--- config.mk ---
export PLATFORM = sky130hd
export DESIGN_NAME = interrupt_sequencer
export DESIGN_NICKNAME = d
export VERILOG_FILES = /design/src/rtl/control_pkg.sv /design/src/rtl/pin_sync.sv /design/src/rtl/interrupt_sequencer.sv
export SDC_FILE = /design/constraint.sdc
export NUM_CORES = 1
export LEC_CHECK = 0
export CORE_UTILIZATION = 30
export DETAILED_ROUTE_END_ITERATION = 16
export MAX_ROUTING_LAYER = met4
export PLACE_DENSITY = 0.62
export SLEW_MARGIN = 20
export SYNTH_ARGS = -nofsm -noshare
export SYNTH_HDL_FRONTEND = slang
export SYNTH_HIERARCHICAL = 1
export SYNTH_SLANG_ARGS = --single-unit
--- constraint.sdc ---
create_clock -name ph1 -period 2.4 [get_ports ph1]
set_clock_uncertainty 0.15 [all_clocks]
set_input_delay 0.48 -clock ph1 [delete_from_list [all_inputs] [get_ports ph1]]
set_output_delay 0.48 -clock ph1 [all_outputs]
set_load 0.1 [all_outputs]
--- src/rtl/control_pkg.sv ---
// Shared types and constants for the control FSM opcode path: sequencer states,
// forced BRK opcode, default vectors and the per-state inhibit/flag outputs.
package control_pkg;

    typedef enum logic [1:0] {
        S_RESET   = 2'd0,
        S_RUN     = 2'd1,
        S_FETCH   = 2'd2,
        S_SERVICE = 2'd3
    } state_t;

    localparam logic [7:0]  BRK_OPCODE     = 8'h00;
    localparam logic [15:0] DEF_NMI_VEC    = 16'hFFFA;
    localparam logic [15:0] DEF_RESET_VEC  = 16'hFFFC;
    localparam logic [15:0] DEF_IRQ_VEC    = 16'hFFFE;

    typedef struct packed {
        logic int_active;
        logic pc_inc_inhibit;
        logic write_inhibit;
        logic b_flag;
    } ctrl_flags_t;

    // Flag outputs are a pure function of the state they accompany.
    function automatic ctrl_flags_t flags_for(input state_t s);
        ctrl_flags_t f;
        f = '0;
        case (s)
            S_RESET: begin
                f.int_active     = 1'b1;
                f.pc_inc_inhibit = 1'b1;
                f.write_inhibit  = 1'b1;
                f.b_flag         = 1'b0;
            end
            S_RUN: begin
                f.b_flag         = 1'b1;
            end
            S_FETCH, S_SERVICE: begin
                f.int_active     = 1'b1;
                f.pc_inc_inhibit = 1'b1;
                f.b_flag         = 1'b0;
            end
            default: f = '0;
        endcase
        return f;
    endfunction

endpackage

--- src/rtl/pin_sync.sv ---
// N-stage synchroniser for an asynchronous active-low pin; reset presets every
// stage to 1 so the pin reads idle until real samples arrive.
module pin_sync #(
    parameter int STAGES = 2
) (
    input  logic clk_i,
    input  logic rst_i,
    input  logic pin_i,
    output logic sync_o
);

    logic [STAGES-1:0] sync_q;

    always_ff @(posedge clk_i or posedge rst_i) begin
        if (rst_i) begin
            sync_q <= '1;
        end else begin
            sync_q <= {sync_q[STAGES-2:0], pin_i};
        end
    end

    assign sync_o = sync_q[STAGES-1];

endmodule

--- src/rtl/interrupt_sequencer.sv ---
// Interrupt front end: synchronises NMI/IRQ pins, arbitrates them at instruction
// boundaries and forces a BRK opcode plus vector/inhibits until the vector fetch.
module interrupt_sequencer
    import control_pkg::*;
#(
    parameter int          SYNC_STAGES = 2,
    parameter logic [15:0] NMI_VEC     = DEF_NMI_VEC,
    parameter logic [15:0] RESET_VEC   = DEF_RESET_VEC,
    parameter logic [15:0] IRQ_VEC     = DEF_IRQ_VEC
) (
    input  logic        ph1,
    input  logic        reset,
    input  logic        nmib_in,
    input  logic        irqb_in,
    input  logic        p_i,
    input  logic        last_cycle,
    input  logic        vector_ack,
    input  logic [7:0]  data_in,
    output logic [7:0]  opcode_out,
    output logic [15:0] vector_addr,
    output logic        b_flag,
    output logic        pc_inc_inhibit,
    output logic        write_inhibit,
    output logic        int_active,
    output state_t      dbg_state
);

    // Handshake: vector_ack is a single-cycle strobe from the control FSM saying
    // the high byte of vector_addr was fetched this cycle; it is sampled on the
    // rising edge of ph1 and closes the in-service event (no ready back-pressure).

    logic        nmib_s;
    logic        irqb_s;
    logic        nmib_prev_q;
    logic        nmi_pending_q, nmi_pending_d;
    logic        svc_nmi_q, svc_nmi_d;
    state_t      state_q, state_d;
    ctrl_flags_t flags_q;
    logic        irq_req;
    logic        nmi_edge;
    logic        use_nmi;
    logic        nmi_serviced;

    pin_sync #(.STAGES(SYNC_STAGES)) u_nmi_sync (
        .clk_i  (ph1),
        .rst_i  (reset),
        .pin_i  (nmib_in),
        .sync_o (nmib_s)
    );

    pin_sync #(.STAGES(SYNC_STAGES)) u_irq_sync (
        .clk_i  (ph1),
        .rst_i  (reset),
        .pin_i  (irqb_in),
        .sync_o (irqb_s)
    );

    assign irq_req  = ~irqb_s & ~p_i;
    assign nmi_edge = nmib_prev_q & ~nmib_s;

    // A pending NMI hijacks whichever vector fetch is outstanding, except the reset sequence.
    always_comb begin
        use_nmi = 1'b0;
        case (state_q)
            S_RESET:            use_nmi = 1'b0;
            S_RUN:              use_nmi = nmi_pending_q;
            S_FETCH, S_SERVICE: use_nmi = svc_nmi_q | nmi_pending_q;
            default:            use_nmi = 1'b0;
        endcase
    end

    assign nmi_serviced  = vector_ack & use_nmi;
    assign nmi_pending_d = (nmi_pending_q & ~nmi_serviced) | nmi_edge;

    always_comb begin
        state_d   = state_q;
        svc_nmi_d = svc_nmi_q;
        case (state_q)
            S_RESET: begin
                if (vector_ack) state_d = S_RUN;
            end
            S_RUN: begin
                if (last_cycle && (nmi_pending_q || irq_req)) begin
                    state_d   = S_FETCH;
                    svc_nmi_d = nmi_pending_q;
                end
            end
            S_FETCH: begin
                state_d = S_SERVICE;
            end
            S_SERVICE: begin
                if (vector_ack) begin
                    state_d   = S_RUN;
                    svc_nmi_d = 1'b0;
                end
            end
            default: state_d = S_RESET;
        endcase
    end

    always_ff @(posedge ph1 or posedge reset) begin
        if (reset) begin
            state_q       <= S_RESET;
            flags_q       <= flags_for(S_RESET);
            svc_nmi_q     <= 1'b0;
            nmi_pending_q <= 1'b0;
            nmib_prev_q   <= 1'b1;
        end else begin
            state_q       <= state_d;
            flags_q       <= flags_for(state_d);
            svc_nmi_q     <= svc_nmi_d;
            nmi_pending_q <= nmi_pending_d;
            nmib_prev_q   <= nmib_s;
        end
    end

    always_comb begin
        opcode_out = data_in;
        if (state_q == S_RESET || state_q == S_FETCH) opcode_out = BRK_OPCODE;
    end

    always_comb begin
        if (state_q == S_RESET) vector_addr = RESET_VEC;
        else if (use_nmi)       vector_addr = NMI_VEC;
        else                    vector_addr = IRQ_VEC;
    end

    assign b_flag         = flags_q.b_flag;
    assign pc_inc_inhibit = flags_q.pc_inc_inhibit;
    assign write_inhibit  = flags_q.write_inhibit;
    assign int_active     = flags_q.int_active;
    assign dbg_state      = state_q;

endmodule

**Word level (Yosys, flattened, before mapping)**

Cells that the tools add are included.

- Equal/unequal tests: 8
- Multiplexer cells: 13
- Bitwise operators: 10
- Reduce and logical (&&, ||, !) cells: 10

Operators with widths:

| operator | number |
|---|---|
| equality test 2 bit, second input constant | 4 |
| two-way mux 8 bit | 1 |
| two-way mux 2 bit | 3 |
| two-way mux 3 bit | 2 |
| case mux 2 bit (3 select lines) | 1 |
| bitwise AND 1 bit | 4 |
| equality test 2 x 1 -> 1 bit, second input constant | 2 |
| logical NOT 2 bit | 2 |
| inequality test 2 bit, second input constant | 2 |
| NOT 1 bit | 4 |
| case mux 1 bit (2 select lines) | 2 |
| OR reduction 2 bit | 2 |
| two-way mux 1 bit | 3 |
| case mux 1 bit (3 select lines) | 1 |
| AND reduction 3 bit | 1 |
| OR reduction 3 bit | 1 |
| logical OR 1 bit | 2 |
| OR 1 bit | 2 |
| nonzero test 2 bit | 1 |
| logical AND 1 bit | 1 |

- Register bits after elaboration: 13
- Input bits: 15
- Output and inout port bits: 30

**Logic depth before layout (Yosys ltp)**

- Word-level depth: 9
- Mapped depth: 5
- Mapped depth without buffers: 5

**By module**

Netlist, hierarchy kept.

By module, submodules not included:

| module | times used | cells an instance | area each (µm²) | sequential area each (µm²) |
|---|---|---|---|---|
| interrupt_sequencer | 1 | 75 | 664.4 | 203.9 |
| pin_sync | 2 | 3 | 56.3 | 52.6 |

**Worst setup path before layout**

OpenSTA, ideal clock, no wires.

- Path type: reg-to-output
- Start point: reg state_q[1], in the netlist dbg_state[1]
- End point: out vector_addr[2]
- Data arrival time: 2.852 ns
- Data required time: 1.770 ns
- Path slack: -1.082 ns
- Stages on the path, launching flop included: 5
- Cell sequence: dfrtp_1 inv_1 ha_1 inv_1 nand2_1

- Word-level cells in the longest chain between the ends: 5
- Elaborated cells between the ends (all ways): 8
- Classes of those cells: eq/ne: 3; mux: 3; reduce/logical: 2

Ends and longest elaborated chain:

| item | RTL line | source |
|---|---|---|
| start, declared | interrupt_sequencer.sv:37 | `state_t state_q, state_d;` |
| start signal, assigned | interrupt_sequencer.sv:109 | `state_q <= state_d;` |
| equality test 2 bit | interrupt_sequencer.sv:64 | `case (state_q)` |
| OR reduction 2 bit | interrupt_sequencer.sv:64 |  |
| case mux 1 bit (3 select lines) | interrupt_sequencer.sv:64 |  |
| two-way mux 3 bit | interrupt_sequencer.sv:124 | `else if (use_nmi) vector_addr = NMI_VEC;` |
| two-way mux 3 bit * | interrupt_sequencer.sv:123 | `if (state_q == S_RESET) vector_addr = RESET_VEC;` |
| end, declared | interrupt_sequencer.sv:20 | `output logic [15:0] vector_addr,` |

Mark *: on every way between the ends. The rest lies on a longest branch, timed or not.

**Final worst setup path**

- Start point: reg state_q[0], in the netlist dbg_state[0]
- End point: out vector_addr[2]

The elaborated chain is that of the path after synthesis.

==> qor.yml <==
outcome:
  status: "finished, final reports clean"
floorplanning:
  die-height_microns: 52.9
  core.rowCount: 18
  initial_core_util: 0.317
  num_io_pins: 45
  chipWidth_microns: 52.9
  core_area_sq_mm: 0.00245
  die-area_sq_mm: 0.00280
synthesis:
  ys_types: 27
  syn_area_sq_um: 777
  synth_seq_area_share: 0.398
  yosys_warnings: 6
  synth_flop_cell: "dfstp_2"
  postSynthCellCount: 81
  synth-seq-cells: 12
  synth_largest_area_cell: "dfstp_2"
  ys_top_cells_by_area: "dfstp_2 24%, dfrtp_1 16%, buf_4 14%"
  avgSynthCellArea_sq_um: 9.59
  synthArstFlopShare: 1.00
  yosys.area.top_type_share: 0.237
  synth_edf_count: 0
grt:
  grt_util_all_layers: 0.141
  grt_max_degree: 9
  grt_pass1_wl_microns: 2660
  antenna_found_initial: 0
  grt_overflow_total: 0
  grt_pass1_vias: 580
setup_path:
  cp.required_ns: 1.77
  critPathKind: "register to primary output"
  endpoint_kind: "primary output"
  cp_max_fo: 7
  critPathSlowestCell: "dfrtp_4"
  critical_path.reg2reg.startpoint: "dbg_state[0]$_DFF_PP0_"
  critical_path.startpoint_type: "register"
  ff2ff_setup_slack_ns: 0.46
  arrival_ns: 1.66
  crit_chain: "ha_1 -> o21ai_0 -> o21ai_2 -> nand2_8 -> buf_12"
  timing.rr.end: "b_flag$_DFF_PP0_"
  slowest_delay_ns: 0.52
  rr_worst_depth: 5
routing:
  vias_per_cell: 4.31
  post_drt_wl_per_cell_microns: 12.0
  ant_nets: 0
  dr.pass1.iters: 2
  drt-initial-drc-count: 6
  vias: 612
  drc_errors: 0
  routed_wl_microns: 1710
layout:
  fin_util: 0.503
  drive_gt1_frac: 0.446
  nets: 133
  antennaDiodeCount: 0
  syn_to_final_growth_pct: 58.9
worst_hold_path:
  min_to: "u_irq_sync/sync_q[1]$_DFF_PP1_"
  hold_class: "register to register"
  hold_depth: 0
  hold_start: "u_irq_sync/sync_q[0]$_DFF_PP1_"
placed_design:
  gp_congestion: 0.776
  io_buffers: 30
  hpwlAfterDp_microns: 1440
clock_tree:
  hold_buffers: 0
  cts_setup_buffers: 0
  clock_path_buffers: 2
  clkSlewWorstSetupHoldPaths_ns: 0.07
  cts_sinks: 12
  numCtsBuffers: 3
  htree_num_levels: 1
  cts_root_buf: "clkbuf_4"
  clock_latency_ns: 0.27
  cts_tree: "built"
sta:
  max_freq_mhz: 437
  fin_crit_sh: 0.954
  slew_viol_final: 0
  setup-tns-final_ns: 0
  hold_viol: 0
  rsz0062_at_grt: "no"
  setup_viol: 0
  min_period_ns: 2.29
flow_run:
  cap_viol_max_count: 0
-- critical path, delay by kind of cell, from the launching register on --
family	cells	cell delay [ns]
AOI/OAI and AO/OA	2	0.37
adders and majority gates	1	0.25
buffers and inverters	1	0.16
DFF	1	0.52
and+or+nand+nor	1	0.08
-- per-stage QoR --
stage	instance area [sq um]	setup WS, ns	cells	hold WS (ns)
after floorplan	875	0.0243	93	0.144
after global placement	1180	0.190	138	0.196
after detailed placement	1180	0.161	138	0.199
after CTS	1230	0.0176	142	0.209
after global routing	1230	0.0283	142	0.212
final	1230	0.111	142	0.207
-- worst max path at each step --
stage	start	to	depth (start not counted)
final	dbg_state[0]$_DFF_PP0_	vector_addr[2]	5
after global routing	dbg_state[0]$_DFF_PP0_	vector_addr[2]	5
after CTS	dbg_state[0]$_DFF_PP0_	vector_addr[2]	6
after detailed placement	dbg_state[0]$_DFF_PP0_	vector_addr[2]	6
after global placement	dbg_state[0]$_DFF_PP0_	vector_addr[2]	6
after floorplan	dbg_state[0]$_DFF_PP0_	vector_addr[2]	4
-- kinds of logic after synthesis --
group / Yosys count / synth area share
AO/OA/AOI/OAI: 13 / 0.129
other: 2 / 0.00967
AND/OR/NAND/NOR: 25 / 0.195
flip-flops: 12 / 0.398
adder cells (fa/ha/maj): 5 / 0.0805
buffers and inverters: 24 / 0.188
-- metal layers --
metal | routed length [microns] | vias to the layer above | global-route usage
met2 | 817 | 21 | 0.200
met4 | 19 | 0 | 0.0833
met1 | 769 | 289 | 0.176
met5 | 0 | - | -
met3 | 103 | 2 | 0.0402
li1 | - | 300 | -
-- registers in the layout, summed over array words and instances, names as in the netlist --
name,count
svc_nmi_q,1
nmib_prev_q,1
u_irq_sync/sync_q,2
u_nmi_sync/sync_q,2
int_active,1
dbg_state,2
write_inhibit,1
b_flag,1
nmi_pending_q,1
-- cell type report --
cell class,count,area [sq um]
well taps,30,37.5
flip-flops and latches,12,317
repair buffers,30,385
clock buffers,4,36.3
fillers,229,1220
inverters,9,40.0
multi-input cells,57,419
-- cells in the mapped netlist, types with 2 or more instances --
library cell and instances:
a21oi_1 2, and2_1 8, buf_4 15, conb_1 2
dfrtp_1 5, dfstp_2 7, ha_1 5, inv_1 9
nand2_1 3, nand3_1 2, nor2_1 4, o21ai_0 3
or3b_1 2
-- layout by cell type (no fill, tap or decap), drive strengths merged, types with 3 or more instances in the layout --
master	instances
ha	5
clkdlybuf4s50	14
o21ai	3
nor2	4
dfstp	7
conb	14
buf	16
dfrtp	5
nand2	3
inv	8
clkbuf	4
and2	9
-- repair_timing --
action / 4_1_cts / 5_1_grt
endpoints found under the hold margin: 0 / 0
setup endpoints to repair: 6 / 1
resized for setup: 3 / 2
Power is left out: the tool's default activity adds up to more than one toggle a clock period on the data nets, which glitch-free logic cannot reach.
